### src/rtl/cam_pkg.sv
// -----------------------------------------------------------------------------
// cam_pkg
// Shared constants and types for the camera parameter register block:
//   FP27_ONE       fp27 encoding of 1.0 (reset value of look_at diagonals)
//   ADDR_*         register indices (eye xyz, then look_at row-major)
//   NUM_CAM_REGS   number of implemented staging/active registers
//   cam_state_t    commit FSM states
//   cam_reset_val  reset value of a register given its index
// -----------------------------------------------------------------------------
package cam_pkg;

    localparam logic [26:0] FP27_ONE = 27'h1FC0000;

    localparam int unsigned NUM_CAM_REGS = 12;

    localparam logic [3:0] ADDR_EYE_X  = 4'd0;
    localparam logic [3:0] ADDR_EYE_Y  = 4'd1;
    localparam logic [3:0] ADDR_EYE_Z  = 4'd2;
    localparam logic [3:0] ADDR_LA_1_1 = 4'd3;
    localparam logic [3:0] ADDR_LA_1_2 = 4'd4;
    localparam logic [3:0] ADDR_LA_1_3 = 4'd5;
    localparam logic [3:0] ADDR_LA_2_1 = 4'd6;
    localparam logic [3:0] ADDR_LA_2_2 = 4'd7;
    localparam logic [3:0] ADDR_LA_2_3 = 4'd8;
    localparam logic [3:0] ADDR_LA_3_1 = 4'd9;
    localparam logic [3:0] ADDR_LA_3_2 = 4'd10;
    localparam logic [3:0] ADDR_LA_3_3 = 4'd11;

    typedef enum logic {
        IDLE    = 1'b0,
        PENDING = 1'b1
    } cam_state_t;

    // Identity matrix for look_at, zero eye position.
    function automatic logic [26:0] cam_reset_val(input logic [3:0] idx);
        if (idx == ADDR_LA_1_1 || idx == ADDR_LA_2_2 || idx == ADDR_LA_3_3)
            return FP27_ONE;
        return 27'd0;
    endfunction

endpackage

### src/rtl/cam_param_regs.sv
// -----------------------------------------------------------------------------
// cam_param_regs
// Double-buffered camera parameters for the raymarcher. Software writes a
// staging set; commit_req arms a publish that copies the whole staging set into
// the active set on the next frame_start, so a frame never sees a torn camera.
//
// Ports:
//   clk, reset          clock, asynchronous active-high reset
//   wr_en/addr/data     staging write (accepted only while wr_ready)
//   wr_ready            high in IDLE; writes while PENDING are dropped
//   wr_err              1-cycle pulse after an accepted write to addr 12-15
//   commit_req          arm a publish (ignored while already PENDING)
//   frame_start         frame boundary pulse; publishes if PENDING
//   eye_*, look_at_r_c  active parameter outputs (registered)
//   cfg_pending         a commit is waiting for frame_start
//   params_updated      1-cycle pulse after the active set was loaded
//   frame_count         free-running frame_start counter (wraps)
//
// Optional build macro CAM_PARAM_READBACK_EN adds rd_addr/rd_data: a registered
// read of staging[rd_addr], 0 for addresses beyond the implemented registers.
// -----------------------------------------------------------------------------
module cam_param_regs
    import cam_pkg::*;
#(
    parameter int DATA_W = 27,
    parameter int FCNT_W = 8
) (
    input  logic              clk,
    input  logic              reset,
    input  logic              wr_en,
    input  logic [3:0]        wr_addr,
    input  logic [DATA_W-1:0] wr_data,
    output logic              wr_ready,
    output logic              wr_err,
    input  logic              commit_req,
    input  logic              frame_start,
    output logic [DATA_W-1:0] eye_x,
    output logic [DATA_W-1:0] eye_y,
    output logic [DATA_W-1:0] eye_z,
    output logic [DATA_W-1:0] look_at_1_1,
    output logic [DATA_W-1:0] look_at_1_2,
    output logic [DATA_W-1:0] look_at_1_3,
    output logic [DATA_W-1:0] look_at_2_1,
    output logic [DATA_W-1:0] look_at_2_2,
    output logic [DATA_W-1:0] look_at_2_3,
    output logic [DATA_W-1:0] look_at_3_1,
    output logic [DATA_W-1:0] look_at_3_2,
    output logic [DATA_W-1:0] look_at_3_3,
    output logic              cfg_pending,
    output logic              params_updated,
    output logic [FCNT_W-1:0] frame_count
`ifdef CAM_PARAM_READBACK_EN
   ,input  logic [3:0]        rd_addr,
    output logic [DATA_W-1:0] rd_data
`endif
);

    cam_state_t state, state_nx;
    logic       publish;
    logic       wr_acc;

    logic [DATA_W-1:0] staging [NUM_CAM_REGS];
    logic [DATA_W-1:0] active  [NUM_CAM_REGS];

    // ---- commit FSM --------------------------------------------------------
    always_ff @(posedge clk or posedge reset) begin
        if (reset) state <= IDLE;
        else       state <= state_nx;
    end

    // A frame_start in IDLE never publishes, even alongside commit_req: the
    // commit only arms, and the next boundary does the copy.
    always_comb begin
        state_nx    = state;
        publish     = 1'b0;
        wr_ready    = 1'b0;
        cfg_pending = 1'b0;
        case (state)
            IDLE: begin
                wr_ready = 1'b1;
                if (commit_req) state_nx = PENDING;
            end
            PENDING: begin
                cfg_pending = 1'b1;
                if (frame_start) begin
                    publish  = 1'b1;
                    state_nx = IDLE;
                end
            end
            default: state_nx = IDLE;
        endcase
    end

    assign wr_acc = wr_en && wr_ready;

    // ---- staging / active registers, status ------------------------------
    // Reset restores both sets, which also discards any staged-but-unpublished
    // values from an interrupted commit.
    always_ff @(posedge clk or posedge reset) begin
        if (reset) begin
            for (int i = 0; i < NUM_CAM_REGS; i++) begin
                staging[i] <= DATA_W'(cam_reset_val(4'(i)));
                active[i]  <= DATA_W'(cam_reset_val(4'(i)));
            end
            wr_err         <= 1'b0;
            params_updated <= 1'b0;
            frame_count    <= '0;
        end else begin
            wr_err <= wr_acc && (wr_addr > ADDR_LA_3_3);
            if (wr_acc && (wr_addr <= ADDR_LA_3_3))
                staging[wr_addr] <= wr_data;

            params_updated <= publish;
            if (publish) begin
                for (int i = 0; i < NUM_CAM_REGS; i++)
                    active[i] <= staging[i];
            end

            if (frame_start)
                frame_count <= frame_count + 1'b1;
        end
    end

    assign eye_x       = active[ADDR_EYE_X];
    assign eye_y       = active[ADDR_EYE_Y];
    assign eye_z       = active[ADDR_EYE_Z];
    assign look_at_1_1 = active[ADDR_LA_1_1];
    assign look_at_1_2 = active[ADDR_LA_1_2];
    assign look_at_1_3 = active[ADDR_LA_1_3];
    assign look_at_2_1 = active[ADDR_LA_2_1];
    assign look_at_2_2 = active[ADDR_LA_2_2];
    assign look_at_2_3 = active[ADDR_LA_2_3];
    assign look_at_3_1 = active[ADDR_LA_3_1];
    assign look_at_3_2 = active[ADDR_LA_3_2];
    assign look_at_3_3 = active[ADDR_LA_3_3];

`ifdef CAM_PARAM_READBACK_EN
    always_ff @(posedge clk or posedge reset) begin
        if (reset)                      rd_data <= '0;
        else if (rd_addr > ADDR_LA_3_3) rd_data <= '0;
        else                            rd_data <= staging[rd_addr];
    end
`else
    // Readback port not built.
`endif

endmodule

### config.mk
export PLATFORM = sky130hd
export DESIGN_NAME = cam_param_regs
export DESIGN_NICKNAME = d
export VERILOG_FILES = /design/src/rtl/cam_pkg.sv /design/src/rtl/cam_param_regs.sv
export SDC_FILE = /design/constraint.sdc
export NUM_CORES = 1
export LEC_CHECK = 0
export ABC_AREA = 1
export ABC_CLOCK_PERIOD_IN_PS = 28900
export CORE_MARGIN = 1.5
export CORE_UTILIZATION = 30
export DETAILED_ROUTE_END_ITERATION = 10
export GPL_TIMING_DRIVEN = 0
export PLACE_DENSITY = 0.55
export SLEW_MARGIN = 20
export SYNTH_ARGS = -nofsm -noshare
export SYNTH_HDL_FRONTEND = slang
export SYNTH_SLANG_ARGS = --single-unit
### constraint.sdc
create_clock -name clk -period 28.9 [get_ports clk]
set_input_delay 2.89 -clock clk [delete_from_list [all_inputs] [get_ports clk]]
set_output_delay 2.89 -clock clk [all_outputs]
set_load 0.05 [all_outputs]
# After elaboration in Yosys (flattened, before gate mapping)
# Index checks and enable logic that the tools add are counted.
# word_totals
elab_cells	49
reg_bits	659
input_bits	36
# classes
order_cmp	4
n_mux	10
reduce_logical	4
n_addsub	1
bitwise	2
# ops
op	count
324-bit bitwise mux	1
27-bit demux with 4-bit select	1
27-bit two-way mux	1
8-bit by 1-bit adder with 8-bit output, second input constant	1
1-bit two-way mux	6
5-bit >= comparator, second input constant	1
5-bit by 1-bit < comparator with 1-bit output, second input constant	1
4-bit NOT with 5-bit output	1
4-bit greater-than comparator, second input constant	1
4-bit less-or-equal comparator, second input constant	1
1-bit logical AND	4
1-bit case mux with 2 select lines	1
1-bit NOT	1

# Logic depth before layout (Yosys ltp)
# Gate-level depths: netlist of the first run.
# logic_depth
word_depth	6
ltp_mapped	8
ltp_nobuf	6

# Worst setup path before layout of the first run
# No wires, ideal clock.
# synth_timing
kind	input to register
startpoint	input frame_start
endpoint	register active, in the netlist eye_x[26]
path_slack_ps	25032
arrival_time_ps	3751
required_ps	28782
path_stages	8
setup_ps	118
n_path_buf	4
cell_sequence	buf_2 nand2_2 inv_2 buf_4 buf_4 buf_4 nand2_1 nand2_1
# synth_via
elab_chain_cells	2
# synth_lines
item	line	source
start, declared	cam_param_regs.sv:36	input logic frame_start,
1-bit two-way mux	cam_param_regs.sv:85	if (frame_start) begin
1-bit two-way mux	cam_param_regs.sv:78	case (state)
end signal, assigned by index	cam_param_regs.sv:103	active[i] <= DATA_W'(cam_reset_val(4'(i)));
end signal, assigned by index	cam_param_regs.sv:116	active[i] <= staging[i];
end, declared	cam_param_regs.sv:63	logic [DATA_W-1:0] active [NUM_CAM_REGS];
# No other way between the ends.
# A chain may end at the register's enable or synchronous reset.

# Final worst setup path of the first run
# layout_timing
startpoint	register state
endpoint	output wr_ready
# layout_via
elab_chain_cells	1
# layout_lines
item	line	source
start, declared	cam_param_regs.sv:58	cam_state_t state, state_nx;
start signal, assigned	cam_param_regs.sv:68	else state <= state_nx;
1-bit two-way mux	cam_param_regs.sv:78	
end, declared	cam_param_regs.sv:33	output logic wr_ready,
# No other way between the ends.

==> metrics.md, run 1 <==
| Metric | Value |
|---|---|
| Status | complete, no violations |
| End of the critical path | wr_ready |
| Register bit total from synthesis | 659 |
| Worst Path Max Fanout | 4 |
| Vias per cell | 4.555 |
| Cts repair resizes | 0 |
| Final Hold Viols | 0 |
| Antenna violation net count after detailed routing | 0 |
| WL final | 84160 µm |
| Delay-heaviest family, CP | buffers and inverters |
| Syn Area/Cell | 9.614 µm² |
| DIE WIDTH | 288.1 µm |
| Worst path depth | 2 |
| DRC Markers | 0 |
| Reg2reg path depth | 5 |
| Worst r2r dst | look_at_2_3[25] |
| Total power | 3.325 mW |
| Critical Path End Type | output port |
| Final nets | 3040 |
| Comb power frac | 31.6% |
| Clock Skew | 28.09 ps |
| Filler instances | 8107 |
| First-pass GRT wire length | 124200 µm |
| Pwr Density | 102.5 nW/µm² |
| Initial antenna violation count | 11 |
| Reg clk slew, reported paths | 60 ps |
| Core Rows | 104 |
| FF-to-FF setup slack | around 27000 ps |
| RSZ-0062 raised after global routing | false |
| Total die area | 82990 µm² |
| Cts bufs inserted | between 70 and 80 |
| Syn_nets | 2573 |
| Hold buffers post-CTS | 0 |
| Vias in the first global route | 18.77k |
| CP bufs+invs | 2 |
| Crit path kind | reg -> out |
| Total congestion overflow | 0 |
| Reg2reg start | state |
| Distinct cells, synth | 21 |
| Slew HR | between 40 and 50% |
| Clock network fraction of total power | roughly 29% |
| Post-synthesis sequential area ratio | 67.85% |
| Internal Pwr Total | a little over 2 mW |
| Fin crit period | 4912 ps |
| Number of H-tree levels | 3 |
| CP Cell Sequence | inv_2 -> clkdlybuf4s50_1 |
| WL/cell | just over 20 µm |
| # clock sinks | 659 |
| Initial Utilization | 30.27% |
| Placed instance area | between 20000 and 30000 µm² |
| Max incr delay on CP | 830 ps |
| Fmax | between 200 and 250 MHz |
| Drt first pass iters | 6 |
| Leakage power | around 16 nW |
| Die height | 288.1 µm |
| Final worst path period share | between 10% and 20% |
| Slew @ Worst Pin | 895.7 ps |
| DRT iter0 DRCs | roughly 1.4k |
| DRT met1 WL | 36720 µm |
| Met2 WL post-DR | around 40000 µm |
| I/O Pins | between 300 and 400 |
| Peak VDD IR | 49.86 µV |
| Critical Path Start | state |
| Overall Global Routing Usage | 20.38% |
| Postcts setup bufs | 0 |
| Clock Tree Root | clkbuf_16 |
| Maximum clock path buffer count | 3 |
| Hold WS | 452.8 ps |
| Share of cells above drive strength 1 | 11.01% |
| Max-Cap Viols | 0 |
| Final core utilization | 40.29% |
| Setup violators final | 0 |
| Design Area, Final | 32450 µm² |
| Largest net degree at the start of global routing | 103 |
| Met3 wire len | 5399 µm |
| Crit path DAT | 2020 ps |
| Hold Crit Class | reg -> reg |
| Placer Congestion | about 0.79 |
| Flop pwr share | around two fifths |
| Critical Path Slowest Stage Cell | clkdlybuf4s50_1 |
| Via count | 18.78k |
| Port bufs | 370 |
| Max Used Layer | met5 |
| Switching power | ~1.3 mW |
| Yosys warns | 0 |
| Clk Latency, worst-skew pair | 610 ps |
| Mapped Area | 24380 µm² |
| Syn Inst Count | 2536 |
| Area growth from synthesis to layout | 33.09% |
| Core Area | 80550 µm² |
| Switching Share | around 38% |
| Final Max Slew Viols | 0 |
| CTS tree | yes |
| HPWL Detailed | 58930 µm |
| CP Launch Type | flop |
| Worst Path Required | 26010 ps |
state kept, by name, summed over array words and instances, names as in the netlist, 8 cells and up:
register / flops
look_at_2_3: 27
frame_count: 8
look_at_3_2: 27
look_at_3_1: 27
look_at_1_3: 27
eye_y: 27
look_at_3_3: 27
look_at_1_2: 27
eye_x: 27
look_at_2_1: 27
look_at_2_2: 27
look_at_1_1: 27
staging: 324
eye_z: 27
worst reg2reg max path, delay by kind of cell (launching register included):
kind | cells | cell delay (ps)
buffers and inverters | 2 | 990
and+or+nand+nor | 3 | 630
DFF | 1 | 420
power by group through the flow:
stage / Clock (mW) / Combinational, mW / Sequential [mW]
after floorplan: 0 / 0.235 / 1.73
after global placement: 0 / 1.04 / 1.33
after detailed placement: 0 / 1.06 / 1.32
after CTS: 0.986 / 1.06 / 1.31
after global routing: 1.03 / 1.12 / 1.34
final: 0.964 / 1.05 / 1.31
kinds of logic (layout without fill, tap and decap cells):
logic type	count (synthesis)	in the layout	share of synthesized area [%]
XOR/XNOR	5	5	0.1796
AO/OA/AOI/OAI	324	324	6.651
other	0	3	0
buffers and inverters	202	726	3.921
adder cells (fa/ha/maj)	1	1	0.05131
flip-flops	659	659	67.85
AND/OR/NAND/NOR	1345	1345	21.35
synthesized netlist by cell type:
master,count,area share (%)
dfrtp_1,617,63
o21ai_1,277,5.7
nand2_1,1310,20
nor2_4,4,0.18
buf_4,26,0.80
inv_2,4,0.062
nand4_1,1,0.026
nand2_4,9,0.42
o21ai_0,47,0.96
xor2_1,5,0.18
inv_1,39,0.60
buf_2,80,1.6
nor2_1,6,0.092
nor3_1,1,0.021
dfstp_2,42,4.5
nor2_2,1,0.026
nand2_2,5,0.13
nor2_8,2,0.16
nand3_1,6,0.12
clkbuf_1,53,0.82
ha_1,1,0.051
per-layer routing:
layer  track usage, %  up-vias
li1                 -     8871
met1            27.31     9296
met2            32.96      510
met3            4.532      102
met4            6.047        2
met5                0        -
worst min-delay path by stage:
| stage | startpoint | to | slack, ps | depth (start not counted) |
|---|---|---|---|---|
| 2_1_floorplan | staging[126] | look_at_2_2[18] | 440 | 2 |
| 6_report | staging[268] | eye_z[25] | 450 | 2 |
| 5_1_grt | staging[268] | eye_z[25] | 470 | 2 |
| 4_1_cts | staging[268] | eye_z[25] | 450 | 2 |
| 3_5_place_dp | staging[129] | look_at_2_2[21] | 450 | 2 |
| 3_3_place_gp | staging[301] | eye_x[4] | 450 | 2 |
final cells by class:
type,instances,area (µm²),area share (%)
inverter,43,168.9,0.5205
buffer,159,827.0,2.549
clock inverter,28,311.5,0.9601
sequential,659,16540,50.98
timing repair buffer,389,4202,12.95
tap,1060,1326,4.087
antenna,3,7.507,0.02313
clock buffer,107,2181,6.721
multi-input combinational,1675,6883,21.21
through the flow:
step	instances	TNS, ps	setup slack (ps)
3_5_place_dp	3985	0	23640
6_report	4123	0	23990
3_3_place_gp	3966	-664150	-1201
4_1_cts	4120	0	23910
5_1_grt	4122	0	23900
2_1_floorplan	2536	0	7612
cells in the final DEF, fill, tap and decap left out, types with 9 or more instances in the layout:
cell type        instances
buf_16                  17
buf_2                   80
buf_4                   26
clkbuf_1                44
clkbuf_16               78
clkbuf_2                26
clkbuf_8                12
clkdlybuf4s50_1        370
clkinv_2                16
dfrtp_1                617
dfstp_2                 42
inv_1                   38
nand2_1               1310
nand2_4                  9
o21ai_0                 47
o21ai_1                277
Note: power is estimated with default switching activity, not from simulation.
==> run 2: changes to the inputs <==
--- a/config.mk
+++ b/config.mk
@@ -6,12 +6,12 @@
 export NUM_CORES = 1
 export LEC_CHECK = 0
 export ABC_AREA = 1
-export ABC_CLOCK_PERIOD_IN_PS = 28900
+export ABC_CLOCK_PERIOD_IN_PS = 4000
 export CORE_MARGIN = 1.5
 export CORE_UTILIZATION = 30
 export DETAILED_ROUTE_END_ITERATION = 10
 export GPL_TIMING_DRIVEN = 0
-export PLACE_DENSITY = 0.55
+export PLACE_DENSITY = 0.57
 export SLEW_MARGIN = 20
 export SYNTH_ARGS = -nofsm -noshare
 export SYNTH_HDL_FRONTEND = slang
==> constraint.sdc (replaced) <==
create_clock -name clk -period 4 [get_ports clk]
set_input_delay 0.4 -clock clk [delete_from_list [all_inputs] [get_ports clk]]
set_output_delay 0.4 -clock clk [all_outputs]
set_load 0.05 [all_outputs]
==> run 2 against run 1 <==
  * Critical endpoint unchanged
  * First-iteration DRC count down 5.1%
  * Worst setup slack worse by 22000 ps
  * Combinational power rose to 7.3 times the previous value
  * Core utilization up 0.25 points
  * Critical path type unchanged
  * Power rose to 7.2 times the previous value
  * Clock power rose to 7.1 times the previous value
  * Final cell count up 0.41%
  * Final area up 0.62%
  * Routed wire length up 0.62%
  * Critical path depth unchanged
  * Register-to-register slack worse by 25000 ps
==> metrics.md, run 2 (synthesized netlist as in run 1, its figures left out) <==
| Metric | Value |
|---|---|
| Via count | 18.86k (+0.41%) |
| Total die area | 82990 µm² (unchanged) |
| Filler instances | 7865 (-3.0%) |
| Status | complete, no violations |
| Worst Path Max Fanout | 4 (unchanged) |
| Vias per cell | 4.555 (about the same) |
| I/O Pins | 372 (unchanged) |
| Share of cells above drive strength 1 | 11.22% (+0.21 points) |
| Reg2reg start | state |
| DIE WIDTH | 288.1 µm (unchanged) |
| Clk Latency, worst-skew pair | 620 ps (about the same) |
| Setup WS post-layout | 1517 ps (-22470 ps) |
| Clock Skew | 24.47 ps (-3.623 ps) |
| Most frequent cells in the layout | 1310 x nand2_1, 617 x dfrtp_1, 370 x clkdlybuf4s50_1 |
| WL final | 84680 µm (+0.62%) |
| First-pass GRT wire length | 124600 µm (+0.34%) |
| WL/cell | 20.45 µm (+0.20%) |
| Slew @ Worst Pin | 877.3 ps (-18.38 ps) |
| DRT iter0 DRCs | 1330 (-5.1%) |
| Final worst path period share | 62.07% |
| Pwr Density | 735.1 nW/µm² (+620%) |
| Clock Tree Root | clkbuf_16 |
| Cells on Worst Hold Path | 2 (unchanged) |
| Worst r2r dst | look_at_3_2[0] |
| Drt first pass iters | 5 (-1) |
| Reg2reg path depth | 5 (unchanged) |
| Core Rows | 104 (unchanged) |
| Design Area, Final | 32650 µm² (+0.62%) |
| Port bufs | 370 (unchanged) |
| Total congestion overflow | 0 (unchanged) |
| Critical Path End Type | output port |
| Reg clk slew, reported paths | 60 ps (about the same) |
| RSZ-0062 raised after global routing | false |
| Leading cell type in the layout, fill and taps excluded | nand2_1 |
| Worst Path Required | 3600 ps (-22410 ps) |
| Antenna violation net count after detailed routing | 0 (unchanged) |
| Crit path DAT | 2080 ps (+60 ps) |
| Number of H-tree levels | 3 (unchanged) |
| Post-place setup slack | 822.1 ps (-22820 ps) |
| Postcts setup bufs | 0 (unchanged) |
| # clock sinks | 659 (unchanged) |
| Cts repair resizes | 0 (unchanged) |
| FF-to-FF setup slack | 1810 ps (-24970 ps) |
| Vias in the first global route | 18.80k (+0.15%) |
| Initial Utilization | 30.27% (unchanged) |
| Area growth from synthesis to layout | 33.91% |
| Cts bufs inserted | 74 (-2.6%) |
| Slew HR | 41.51% (+1.2 points) |
| Hold Crit Class | in -> reg |
| Final Max Slew Viols | 0 (unchanged) |
| Die height | 288.1 µm (unchanged) |
| Hold buffers post-CTS | 0 (unchanged) |
| Placer Congestion | 0.7869 (-1.0%) |
| Hold EP | frame_count[0] |
| HPWL Detailed | 59460 µm (+0.89%) |
| Peak VDD IR | 383.5 µV (+670%) |
| Leakage power | 16.16 nW (+0.38%) |
| Placed instance area | 30220 µm² (+0.90%) |
| Biggest register | staging |
| Initial antenna violation count | 12 (+1) |
| Number of flip-flops in the largest register | 324 (unchanged) |
| Fmax | 402.8 MHz |
| CTS tree | yes |
| CP Launch Type | flop |
| Final nets | 3053 (+0.43%) |
| Overall Global Routing Usage | 20.51% (+0.13 points) |
| Crit path kind | reg -> out |
| Fin crit period | between 2000 and 2500 ps |
| Total power | 24.00 mW (+620%) |
| Max-Cap Viols | 0 (unchanged) |
| Core Area | 80550 µm² (unchanged) |
| Hold Startpoint | frame_start |
| Maximum clock path buffer count | 3 (unchanged) |
| DRC Markers | 0 (unchanged) |
| Largest net degree at the start of global routing | 35 (-66%) |
| Final Hold Viols | 0 (unchanged) |
| Setup violators final | 0 (unchanged) |
-- run 2: report_power, final --
part	internal [mW]	switching [mW]	leakage (nW)
combinational	2.42	5.21	6.46
clock	4.01	2.87	1.17
sequential	8.39	1.10	8.53
-- run 2: worst max-delay path by stage --
stage / startpoint / to / slack (ps) / cells past startpoint
2_1_floorplan: reset / eye_x[0] / -5370 / 1
3_3_place_gp: reset / look_at_2_2[11] / -9980 / 2
3_5_place_dp: reset / look_at_2_2[18] / 820 / 10
4_1_cts: state / wr_ready / 1450 / 2
5_1_grt: reset / look_at_2_2[18] / 1240 / 10
6_report: state / wr_ready / 1520 / 2
-- run 2: worst max-delay path: stages, from the launching register on --
cell and delay [ps]:
dfrtp_1 460, inv_2 170, clkdlybuf4s50_1 830
-- run 2: layout make-up --
cell class	instances	area, µm²	area share, %
repair buffers	404	4474	13.70
well taps	1060	1326	4.062
plain buffers	159	827.0	2.533
flip-flops and latches	659	16540	50.67
diodes	5	12.51	0.03832
clock inverters	29	355.3	1.088
inverters	43	165.2	0.5058
multi-input cells	1675	6883	21.08
clock buffers	106	2063	6.319
-- run 2: stage by stage --
step | TNS [ps] | utilization, % | hold slack, ps | cells
CTS | 0 | 40.52 | 25.76 | 4135
detailed placement | 0 | 37.52 | 451.0 | 4000
finish | 0 | 40.54 | 64.13 | 4140
floorplan | -3435020 | - | 442.2 | 2536
global placement | -6354370 | 36.52 | 450.6 | 3966
global route | 0 | 40.53 | 59.00 | 4137
-- run 2: layer usage --
metal | global-route usage [%] | vias up | routed length [µm]
li1 | - | 8896 | -
met4 | 7.330 | 4 | 2548
met1 | 27.13 | 9263 | 36680
met5 | 0 | - | 23
met2 | 32.92 | 573 | 39560
met3 | 4.683 | 122 | 5871
